==> src/rtl/nv_ram_rws_rd_ctrl.sv <==
// Read-side client for a 1R1W RAM with a registered read address.
// Issues RAM reads for accepted requests, captures ram_dout one cycle after
// each read enable into a 3-entry buffer, and returns the data in request
// order over a valid/ready response port.
module nv_ram_rws_rd_ctrl #(
  parameter int AW = 7,
  parameter int DW = 512
) (
  input  logic          nvdla_core_clk,
  input  logic          nvdla_core_rstn,
  input  logic          rd_req_pvld,
  output logic          rd_req_prdy,
  input  logic [AW-1:0] rd_req_addr,
  output logic          ram_re,
  output logic [AW-1:0] ram_ra,
  input  logic [DW-1:0] ram_dout,
  output logic          rd_rsp_pvld,
  input  logic          rd_rsp_prdy,
  output logic [DW-1:0] rd_rsp_data,
  output logic          rd_idle
);

  // Buffer bookkeeping: occupancy count, ring pointers and the one-cycle
  // "read issued last cycle" flag that marks ram_dout as capturable.
  logic [1:0]    r_cnt;
  logic [1:0]    r_wrPtr;
  logic [1:0]    r_rdPtr;
  logic          r_inflight;

  // Three response slots; contents are don't-care until written.
  logic [DW-1:0] r_buf0;
  logic [DW-1:0] r_buf1;
  logic [DW-1:0] r_buf2;

  logic [2:0]    w_occupancy;
  logic          w_reqPrdy;
  logic          w_accept;
  logic          w_rspPvld;
  logic          w_pop;
  logic [1:0]    w_cntNext;
  logic [DW-1:0] w_rspData;

  // Ring pointers cycle 0 -> 1 -> 2 -> 0.
  function automatic logic [1:0] nextPtr(input logic [1:0] ptr);
    return (ptr == 2'd2) ? 2'd0 : ptr + 2'd1;
  endfunction

  // Request/response handshakes. Ready only looks at registered state so that
  // a read is accepted only when a slot is guaranteed for its data.
  always_comb begin
    w_occupancy = {1'b0, r_cnt} + {2'b00, r_inflight};
    w_reqPrdy   = nvdla_core_rstn & (w_occupancy < 3'd3);
    w_accept    = rd_req_pvld & w_reqPrdy;
    w_rspPvld   = nvdla_core_rstn & (r_cnt != 2'd0);
    w_pop       = w_rspPvld & rd_rsp_prdy;
  end

  // Occupancy update: a capture and a pop in the same cycle cancel out.
  always_comb begin
    w_cntNext = r_cnt;
    case ({r_inflight, w_pop})
      2'b10:   w_cntNext = r_cnt + 2'd1;
      2'b01:   w_cntNext = r_cnt - 2'd1;
      default: w_cntNext = r_cnt;
    endcase
  end

  // Response data always comes from the buffer head, never straight from ram_dout.
  always_comb begin
    w_rspData = r_buf0;
    case (r_rdPtr)
      2'd1:    w_rspData = r_buf1;
      2'd2:    w_rspData = r_buf2;
      default: w_rspData = r_buf0;
    endcase
  end

  // Control state; reset drops any buffered or in-flight reads.
  always_ff @(posedge nvdla_core_clk) begin
    if (!nvdla_core_rstn) begin
      r_cnt      <= 2'd0;
      r_wrPtr    <= 2'd0;
      r_rdPtr    <= 2'd0;
      r_inflight <= 1'b0;
    end else begin
      r_cnt      <= w_cntNext;
      r_inflight <= w_accept;
      if (r_inflight) begin
        r_wrPtr <= nextPtr(r_wrPtr);
      end
      if (w_pop) begin
        r_rdPtr <= nextPtr(r_rdPtr);
      end
    end
  end

  // Sample ram_dout exactly once, in the cycle after the read enable, so later
  // RAM writes to the same address cannot disturb data already buffered.
  always_ff @(posedge nvdla_core_clk) begin
    if (nvdla_core_rstn && r_inflight) begin
      case (r_wrPtr)
        2'd1:    r_buf1 <= ram_dout;
        2'd2:    r_buf2 <= ram_dout;
        default: r_buf0 <= ram_dout;
      endcase
    end
  end

  assign rd_req_prdy = w_reqPrdy;
  assign ram_re      = w_accept;
  assign ram_ra      = rd_req_addr;
  assign rd_rsp_pvld = w_rspPvld;
  assign rd_rsp_data = w_rspData;
  assign rd_idle     = (r_cnt == 2'd0) & ~r_inflight;

  // Buffered plus in-flight reads never exceed the three slots.
  a_occupancyBound : assert property (@(posedge nvdla_core_clk)
    disable iff (!nvdla_core_rstn) w_occupancy <= 3'd3);

  // A capture only happens when a slot was reserved for it.
  a_captureHasSlot : assert property (@(posedge nvdla_core_clk)
    disable iff (!nvdla_core_rstn) r_inflight |-> ({1'b0, r_cnt} <= 3'd2));

  // Pointers stay inside the three-entry ring.
  a_ptrLegal : assert property (@(posedge nvdla_core_clk)
    disable iff (!nvdla_core_rstn) (r_wrPtr != 2'd3) && (r_rdPtr != 2'd3));

  // A stalled response holds its data.
  a_stallStable : assert property (@(posedge nvdla_core_clk)
    disable iff (!nvdla_core_rstn)
    (rd_rsp_pvld && !rd_rsp_prdy) |=> $stable(rd_rsp_data));

endmodule
==> config.mk <==
export PLATFORM = sky130hd
export DESIGN_NAME = nv_ram_rws_rd_ctrl
export DESIGN_NICKNAME = d
export VERILOG_FILES = /design/src/rtl/nv_ram_rws_rd_ctrl.sv
export SDC_FILE = /design/constraint.sdc
export NUM_CORES = 2
export LEC_CHECK = 0
export ABC_AREA = 1
export ABC_CLOCK_PERIOD_IN_PS = 41700
export CAP_MARGIN = 20
export CORE_AREA = 5 5 402 404
export DETAILED_ROUTE_END_ITERATION = 12
export DIE_AREA = 0 0 407 409
export PLACE_DENSITY_LB_ADDON = 0.08
export SLEW_MARGIN = 20
export SYNTH_ARGS = -nofsm -noshare
export SYNTH_HDL_FRONTEND = slang
export SYNTH_SLANG_ARGS = --single-unit
==> constraint.sdc <==
create_clock -name nvdla_core_clk -period 41.7 [get_ports nvdla_core_clk]
set_input_delay 12.51 -clock nvdla_core_clk [delete_from_list [all_inputs] [get_ports nvdla_core_clk]]
set_output_delay 12.51 -clock nvdla_core_clk [all_outputs]
set_load 0.005 [all_outputs]
==> impl_metrics.ini <==
[status]
status = finished, final reports clean

[detailed_routing]
first_pass_iters = 5
viasPerCell = 4.90
drt_wl_total_um = 168000
antenna_left = 0
post_drt_wl_per_cell_um = 23.6
drc = 0
via_count = 34900
first_iter_violations = 2321

[sta]
hold_viol = 0
relSlewSlack = 0.286
tns_ns = 0
final.period_utilization = 0.636
fmax_mhz = 37.7
setup_violations = 0
worst_pin_slew_ns = 1.07
period_needed_ns = 26.52
slew_violations = 0
rsz0062_at_grt = false
clock_skew_ns = 0.0283
worst_hold_slack_ns = 0.539

[cts]
numCtsBuffers = 168
post_cts_buffers = 0
cts_max_level = 4
cts_resized = 0
cts_sinks = 1543
ctsHoldBuffers = 0
clkLatencyLatePin_ns = 0.76
path_clk_slew_ns = 0.06
clock-root-buffer = clkbuf_16
cts_tree = built
cts_buffer_depth = 3

[power]
p_comb_frac = 0.125
power.density_mw_per_mm2 = 47.9
p_leak_nw = 23.2
vdd_drop_max_uv = 32.0
power.switching_mw = 0.821
switching_share = 0.232
seqPwrFrac = 0.491
p_int_mw = 2.72
clockPowerShare = 0.384

[critical_path]
worst-path-buf-inv = 2
cp_slowest_cell = clkdlybuf4s50_1
cp.arrival_ns = 14.01
crit_path_end_kind = output pin
crit_fanout = 9
crit_required_ns = 29.19
worst_setup_path_start_kind = input pin
cp_cell_sequence = clkdlybuf4s50_1, nand2_1, nor3b_1, clkdlybuf4s50_1
crit_type = input pin to output pin
cpMostUsedCell = clkdlybuf4s50_1
cpPeakStageDelay_ns = 0.64
cp_top_family = buffers and inverters
r2r_slack_ns = 36.90

[job]
drv_cap = 0

[floorplan]
io_pins = 1046
die-height_um = 409
core_area_mm2 = 0.157
dieWidth_um = 407
rows = 146
die-area_mm2 = 0.166
initial_core_util = 0.362

[synthesis]
syn_nets = 4417
ys.flop_type = edfxtp_1
synthArstFlopShare = 0
syn_inst = 3884
netlist.area_leader.share = 0.809
syn_area_mm2 = 0.0570
ys_warn_count = 0
netlist_top_cells_count = 1536 x edfxtp_1, 1037 x nand2_1, 522 x nor2_1, 512 x a31oi_1, 172 x buf_2
synth.avg_cell_area_um2 = 14.7
ys_seq_area_frac = 0.811
yosys.cell_types.count = 18
synth-edff-count = 1536
ys_seq_elements = 1543
synth.top_cells.by_area = edfxtp_1 81%, nand2_1 6.8%, a31oi_1 5.6%
yosys.area.top_type = edfxtp_1
yosysMostFrequentCell = edfxtp_1

[placement]
place_congestion = 0.778
dp_hpwl_um = 108000
placed_cell_area_mm2 = 0.0690
portBuffers = 1031

[global_route]
grt_max_degree = 177
grt_pass1_wl_um = 237000
antenna_found_initial = 80
grt.overflow.total = 0
grt_use_total = 0.194
grt_pass1_vias = 33500

[cells_and_area]
seqCellArea_mm2 = 0.0463
area_growth_pct = 29.9
final_nets = 5430
fin_area_mm2 = 0.0741
nFillCells = 13900
drive_above_1_share = 0.0544
multiInputGateArea_mm2 = 0.00931

[min_path]
min_path_type = register to register
-- cell families after synthesis --
group | count (synthesis) | share of synthesized area
AND/OR/NAND/NOR | 1567 | 0.103
flip-flops | 1543 | 0.811
AO/OA/AOI/OAI | 516 | 0.0565
buffers and inverters | 248 | 0.0269
adder cells (fa/ha/maj) | 10 | 0.00219
-- state kept, by name, summed over array words and instances, names as in the netlist --
signal      count
r_cnt           2
r_buf2        512
r_buf1        512
r_inflight      1
r_wrPtr         2
r_rdPtr         2
r_buf0        512
-- layout make-up --
| cell class | count | share of cell area |
|---|---|---|
| Sequential cell | 1543 | 0.624 |
| Timing Repair Buffer | 1079 | 0.145 |
| Multi-Input combinational cell | 2093 | 0.126 |
| Clock buffer | 212 | 0.0595 |
| Tap cell | 2072 | 0.0350 |
| Clock inverter | 82 | 0.00843 |
| Antenna cell | 29 | 0.000980 |
| Inverter | 12 | 0.000608 |
-- through the flow --
step | setup WS [ns] | std cells | util | total power [mW]
6_report | 15.18 | 7122 | 0.470 | 3.55
5_1_grt | 15.06 | 7104 | 0.470 | 3.69
4_1_cts | 15.16 | 7093 | 0.470 | 3.60
3_3_place_gp | 15.14 | 6799 | 0.438 | 2.22
2_1_floorplan | 6.35 | 3884 | - | 1.96
3_5_place_dp | 15.17 | 6799 | 0.438 | 2.22
-- worst paths after layout --
kind / cells past startpoint / start / to
setup / recovery: 4 / nvdla_core_rstn / ram_re
hold / removal: 2 / r_wrPtr[0] / r_wrPtr[0]
setup reg to reg: 8 / r_wrPtr[0] / r_buf0[241]
hold reg to reg: 2 / r_wrPtr[0] / r_wrPtr[0]
-- cell usage in the layout, fill, tap and decap left out, types with 2 or more instances in the layout --
master,synthesis,final
buf_4,13,41
dfxtp_1,7,7
ha_1,10,7
inv_6,0,4
ha_4,0,3
clkbuf_16,0,170
clkinvlp_4,0,2
nor3b_1,2,2
o21ai_0,2,2
edfxtp_1,1536,1536
clkdlybuf4s50_1,0,1031
clkinv_16,0,3
clkinv_1,0,33
nor3_1,2,2
nor2_4,0,3
nor2_1,522,519
bufinv_16,0,4
nand3_1,3,3
inv_1,12,12
a31oi_1,512,512
clkbuf_1,6,42
clkinv_8,0,4
diode_2,0,29
buf_12,0,7
clkinv_2,0,31
nand2_1,1037,1037
-- worst register-to-register path: stages, from the launching register on --
cell and delay (ns):
dfxtp_1 0.33, inv_1 0.07, ha_1 0.33, nor2_4 0.12, buf_4 0.46, buf_4 0.72
buf_12 0.63, buf_4 1.00, buf_4 0.69
-- power groups by stage --
stage               clock network (mW)  logic [mW]  registers (mW)
floorplan                            0       0.161            1.80
global placement                     0       0.449            1.77
detailed placement                   0       0.450            1.77
global route                      1.47       0.476            1.74
CTS                               1.40       0.452            1.74
finish                            1.36       0.442            1.74
-- per-layer routing --
layer / track usage / wire, um / up-vias
met1: 0.221 / 63200 / 17200
met4: 0.0561 / 4880 / 48
met3: 0.0846 / 16700 / 328
met5: 0 / 312 / -
li1: - / - / 16300
met2: 0.333 / 83100 / 1051
No activity file was read; power rests on OpenSTA's default activity.
